`src/rtl/magcomp_serial.sv`:
```
// Bit-serial MSB-first magnitude comparator with start/busy/done handshake, unsigned or two's-complement.
// Optional build macro MAGCOMP_EARLY_EXIT_EN: finish on the first differing bit instead of after WIDTH bits.
module magcomp_serial #(
  parameter int WIDTH = 8
) (
  input  logic             clk,
  input  logic             rst,
  input  logic             start,
  input  logic             mode_signed,
  input  logic [WIDTH-1:0] A,
  input  logic [WIDTH-1:0] B,
  output logic             busy,
  output logic             done,
  output logic             AGB,
  output logic             AEB,
  output logic             ALB
);

  localparam int IW = $clog2(WIDTH);
  localparam logic [IW-1:0] IDX_MSB = IW'(WIDTH - 1);

  typedef enum logic [1:0] {IDLE, COMPARE, DONE} state_t;

  state_t          state, state_nxt;
  logic [WIDTH-1:0] a_q, b_q;
  logic            sgn_q;
  logic [IW-1:0]   idx;
  logic            found_q, gt_q;

  logic a_bit, b_bit, diff, found_nxt, gt_nxt, last, accept, finish;

  // A differing sign bit inverts the sense: the operand holding the 1 is negative.
  function automatic logic first_gt(input logic abit, input logic bbit, input logic sign_pos);
    return sign_pos ? bbit : abit;
  endfunction

  assign a_bit = a_q[idx];
  assign b_bit = b_q[idx];
  assign busy  = (state == COMPARE);
  assign done  = (state == DONE);

  always_comb begin
    state_nxt = state;
    accept    = 1'b0;
    finish    = 1'b0;
    diff      = a_bit ^ b_bit;
    last      = (idx == '0);
    found_nxt = found_q | diff;
    gt_nxt    = found_q ? gt_q : (diff & first_gt(a_bit, b_bit, sgn_q && (idx == IDX_MSB)));
    case (state)
      IDLE: begin
        if (start) begin
          accept    = 1'b1;
          state_nxt = COMPARE;
        end
      end
      COMPARE: begin
`ifdef MAGCOMP_EARLY_EXIT_EN
        if (last || (diff && !found_q)) begin
`else
        if (last) begin
`endif
          finish    = 1'b1;
          state_nxt = DONE;
        end
      end
      DONE: begin
        if (start) begin
          accept    = 1'b1;
          state_nxt = COMPARE;
        end else begin
          state_nxt = IDLE;
        end
      end
      default: state_nxt = IDLE;
    endcase
  end

  always_ff @(posedge clk) begin
    if (rst) begin
      state   <= IDLE;
      a_q     <= '0;
      b_q     <= '0;
      sgn_q   <= 1'b0;
      idx     <= '0;
      found_q <= 1'b0;
      gt_q    <= 1'b0;
      AGB     <= 1'b0;
      AEB     <= 1'b0;
      ALB     <= 1'b0;
    end else begin
      state <= state_nxt;
      if (accept) begin
        a_q     <= A;
        b_q     <= B;
        sgn_q   <= mode_signed;
        idx     <= IDX_MSB;
        found_q <= 1'b0;
        gt_q    <= 1'b0;
      end else if (state == COMPARE) begin
        found_q <= found_nxt;
        gt_q    <= gt_nxt;
        if (!last) idx <= idx - 1'b1;
      end
      // Result triple is only touched on the edge entering DONE.
      if (finish) begin
        AGB <= found_nxt & gt_nxt;
        ALB <= found_nxt & ~gt_nxt;
        AEB <= ~found_nxt;
      end
    end
  end

endmodule
```
`config.mk`:
```
export PLATFORM = sky130hd
export DESIGN_NAME = magcomp_serial
export DESIGN_NICKNAME = d
export VERILOG_FILES = /design/src/rtl/magcomp_serial.sv
export SDC_FILE = /design/constraint.sdc
export NUM_CORES = 1
export LEC_CHECK = 0
export ABC_CLOCK_PERIOD_IN_PS = 1970
export CAP_MARGIN = 15
export CORE_MARGIN = 1
export CORE_UTILIZATION = 50
export CTS_BUF_LIST = sky130_fd_sc_hd__clkbuf_16
export DETAILED_ROUTE_END_ITERATION = 8
export PLACE_DENSITY = 0.82
export SLEW_MARGIN = 10
export SYNTH_ARGS = -nofsm -noshare
export SYNTH_HDL_FRONTEND = slang
export SYNTH_SLANG_ARGS = --single-unit
```
`constraint.sdc`:
```
create_clock -name clk -period 1.97 [get_ports clk]
set_input_delay 0.197 -clock clk [delete_from_list [all_inputs] [get_ports clk]]
set_output_delay 0.197 -clock clk [all_outputs]
set_load 0.005 [all_outputs]
```
* Yosys cells after proc, flatten, opt, wreduce, memory -nomap -nowiden *
Cells that the tools add are included.

storage, ports and cells
  output and inout port bits = 5
  input port bits = 20
  bits in registers = 27

cells by class
  bitwise gates (word level) = 7
  equal/unequal tests = 6
  reduce and logical (&&, ||, !) cells = 8
  add/subtract/negate cells = 1
  multiplexer cells = 17
  magnitude comparators = 1

operator list
  cell                 count
  $mux 1               9
  $mux 3               3
  $bmux 1 s3           2
  $pmux 2 s3           1
  $lt 3x4->1 const B   1
  $mux 2               2
  $ne 2x1->1 const B   2
  $reduce_and 2->1     2
  $reduce_or 2->1      2
  $and 1x1->1          3
  $eq 3x3->1 const B   1
  $logic_not 3->1      1
  $sub 3x1->3 const B  1
  $eq 2x1->1 const B   1
  $eq 2x2->1 const B   1
  $logic_not 2->1      1
  $ne 2x2->1 const B   1
  $not 1->1            2
  $reduce_bool 2->1    1
  $logic_and 1x1->1    1
  $or 1x1->1           1
  $xor 1x1->1          1

* Logic depth before layout (Yosys ltp) *
  depth after elaboration = 7
  gate-level depth with buffers = 7

* Worst setup path before layout *
Ideal clock, no wire load.

  path type = register to register
  from = register idx[0]
  to = register gt_q
  data required time = 1.896 ns
  setup time = 0.074 ns
  buffers on the path = 1
  data arrival time = 1.699 ns
  cell stages (with the launch flop) = 6
  clock period less this slack = 1.773 ns
  setup slack = 0.197 ns
  cells stage by stage = dfxtp_1 buf_6 mux4_2 mux2_4 or3_1 a31oi_1

between the ends
  longest elaborated chain between the ends = 5
  elaborated cells between the ends (all ways) = 10
  classes of those cells = eq/ne: 1; mux: 6; bitwise: 2; reduce/logical: 1

ends and longest elaborated chain
  element                                                     line    source
  start: declaration                                          27      logic [IW-1:0] idx;
  start signal: assignment                                    103     if (!last) idx <= idx - 1'b1;
  $bmux 1 s3, or another cell as far along                    37      assign a_bit = a_q[idx];
  $mux 1 (implied by the code), or another cell as far along  37
  $xor 1x1->1 / $mux 1 (equally long branches)                46, 34
  $and 1x1->1 (*)                                             49      gt_nxt = found_q ? gt_q : (diff & first_gt(a_bit, b_bit, sgn_q && (idx == IDX_MSB)));
  $mux 1 (*)                                                  49
  end signal: assignment                                      102     gt_q <= gt_nxt;
  end: declaration                                            28      logic found_q, gt_q;

Mark *: on every way between the ends. The rest lies on a longest branch, timed or not. The select of a mux whose other input is x is not followed.
A chain may end at the register's enable or synchronous reset.

* Worst setup path after layout *
Same ends and word-level chain as after synthesis.

==> reports/metrics.cfg <==
[run_status]
run_status=complete, no violations

[timing]
slew-limit-headroom=0.703
layout_worst_path_cycle_share=0.938
timing.final.max_slew_violations=0
setup_viol_count_final=0
skew_ps=2.25
grt_setup_unrepaired=no
max_freq_mhz=541
finalHoldViolCount=0
minimum_clock_period_ps=1850
setup_slack_ps=123
worstMarginPinSlew_ps=444
totalNegativeSetupSlack_ps=0

[die]
num_rows=17
core-area_um2=2280
chipWidth_um=51.6
fp.dieArea_um2=2670
floorplan.initialDensity=0.542
floorplan.die.height_um=51.6
io_pins=25

[yosys]
synth_mux_area_frac=0.118
synth_area_um2=1230
synth_cell_type_count=33
synth_edf_count=0
syn_area_per_cell_um2=8.80
synth.ff_latch_count=27
dominant_cells_by_area_after_synthesis=dfxtp_1 44%, nand2_1 12%, a21oi_1 8.9%
ys_async_sr_fraction=0
synthDominantCellAreaShare=0.439
synth_top_family_by_area=simple AND/OR/NAND/NOR gates
syn-num-nets=163
synth-adder-area-share=0.0305
synth_commonest_cells=38 x nand2_1, 27 x dfxtp_1, 22 x a21oi_1
post-synth-top-area-cell=dfxtp_1
synth-seq-area-share=0.439
netlist_instances=140
synth_area_in_simple_gates=0.208
synth_xor_xnor_area_share=0.0213
yosysMostFrequentCell=nand2_1
synth_compound_area_frac=0.138
synth.yosys.warnings=0
yosys_most_used_dff=dfxtp_1

[power]
pleak_nw=0.611
power_density_relative_to_cell_area_nw_per_um2=848
worst_ir_drop_vdd_v=0.000712
p_total_mw=1.35

[job]
maxCapViolCount=0

[routing]
wirelength_mm=2.61
via_per_inst=5.67
initialDrtViolationCount=32
post_drt_wl_per_cell_um=13.6
postRouteAntennaNets=0
route.detailed.drc=0
detail_route.first_pass.iterations=4
detailroute.via_count=1088

[place]
hpwlAfterDp_mm=1.90
port_buffers=24
dp_slack_ps=29.2
dpl_cell_area_um2=1500
gp_congestion=0.756

[worst_setup_path]
path_cells=mux4_2 -> mux2_4 -> or3_1 -> a31oi_1
timing.critical_path.max_delay_family=multiplexers
critPathBufInv=0
path_max_fanout=6
timing.critical_path.arrival_ps=2040
critical_path_class=register to register
critical-path-slowest-cell=mux4_2
crit_path_start_kind=register
worstSetupEndpointType=register
worst_ep_required_time_ps=2160
slowest_delay_ps=530

[clock_tree]
tritoncts_clock_tree=built
cts-root-to-sink-buffers=2
cts.repair_timing.setup_buffer_count=0
cts_buffers=3
worst_setup_hold_path_clk_slew_ps=70
number_of_clock_sinks=27
root_cell_of_the_clock_tree=clkbuf_16
clock_network_latency_to_the_later_pin_of_the_worst_skew_pair_ps=260
htree_num_levels=1
postCtsHoldBufs=0

[global_route]
grt_max_degree=22
grt.overflow.total=0
global_route_wire_length_before_repair_mm=4.45
grt_antenna_before_repair=0
first_global_vias=953
track_usage=0.230

[finish]
final_nets=188
area_growth_from_synthesis_to_final_layout_pct=29.4
diodes=0
fin_area_um2=1600
layout-drive-gt1-share=0.0976
final_core_utilization=0.701

[min_path]
timing.hold.worst.class=register to register

[final timing paths]
path           from      to  slack (ps)  cells past startpoint
max          idx[0]    gt_q         120                      4
min          b_q[3]  b_q[3]         450                      2
max reg2reg  idx[0]    gt_q         120                      4
min reg2reg  b_q[3]  b_q[3]         450                      2
[flip-flops by register name (all words and copies together), names as in the netlist, 2 cells and up]
name,count
idx,3
state,2
a_q,8
b_q,8
[cells by family (layout without fill, tap and decap cells)]
kind of cell,count (synthesis),in the layout
compound gates,30,30
xor+xnor,3,3
fa+ha+maj,3,3
buf+inv,13,37
flops,27,27
mux,7,7
simple gates,57,57
[layer usage]
layer | track usage | routed length (um) | up-vias
met5 | 0 | 0 | -
met4 | 0.113 | 46 | 0
met3 | 0.0614 | 171 | 7
met2 | 0.383 | 1340 | 47
met1 | 0.272 | 1050 | 509
li1 | - | - | 525
[repair_timing]
action	CTS	global route
setup endpoints to repair	0	4
endpoints found under the hold margin	0	0
gates resized for setup	0	3
[tightest hold or removal path: cells and delay by family, from the launching register on]
family	cells	cell delay (ps)
AO/OA/AOI/OAI	1	50
flip-flops	1	310
AND/OR/NAND/NOR	1	50
[power breakdown]
part / leakage, nW / internal (mW) / switching, mW
Combinational: 0.347 / 0.137 / 0.115
Clock: 0.0415 / 0.281 / 0.201
Sequential: 0.222 / 0.586 / 0.0341
Total: 0.611 / 1.00 / 0.349
[layout by cell type (no fill, tap or decap), drive strengths merged, types with 2 or more instances in the layout]
cell,instances
inv,5
nor2b,4
nand3,3
o21ai,2
dfxtp,27
a31oi,2
xnor2,2
nor2,3
nand2b,2
clkdlybuf4s50,24
mux4,4
a21oi,22
nand2,38
buf,5
mux2i,2
ha,3
clkbuf,3
[layout make-up]
cell class | instances | area (um^2)
fill | 173 | 681
multi-input combinational | 100 | 642
sequential | 27 | 542
timing repair buffer | 29 | 278
clock buffer | 3 | 75.1
tap | 28 | 35.0
inverter | 4 | 15.0
clock inverter | 1 | 8.76
[metrics by stage]
| stage | hold WS, ps | std cells |
|---|---|---|
| 6_report | 452 | 192 |
| 3_3_place_gp | 444 | 188 |
| 5_1_grt | 476 | 192 |
| 4_1_cts | 455 | 192 |
| 3_5_place_dp | 445 | 188 |
| 2_1_floorplan | 333 | 140 |
Power figures use the tool's default switching activity.
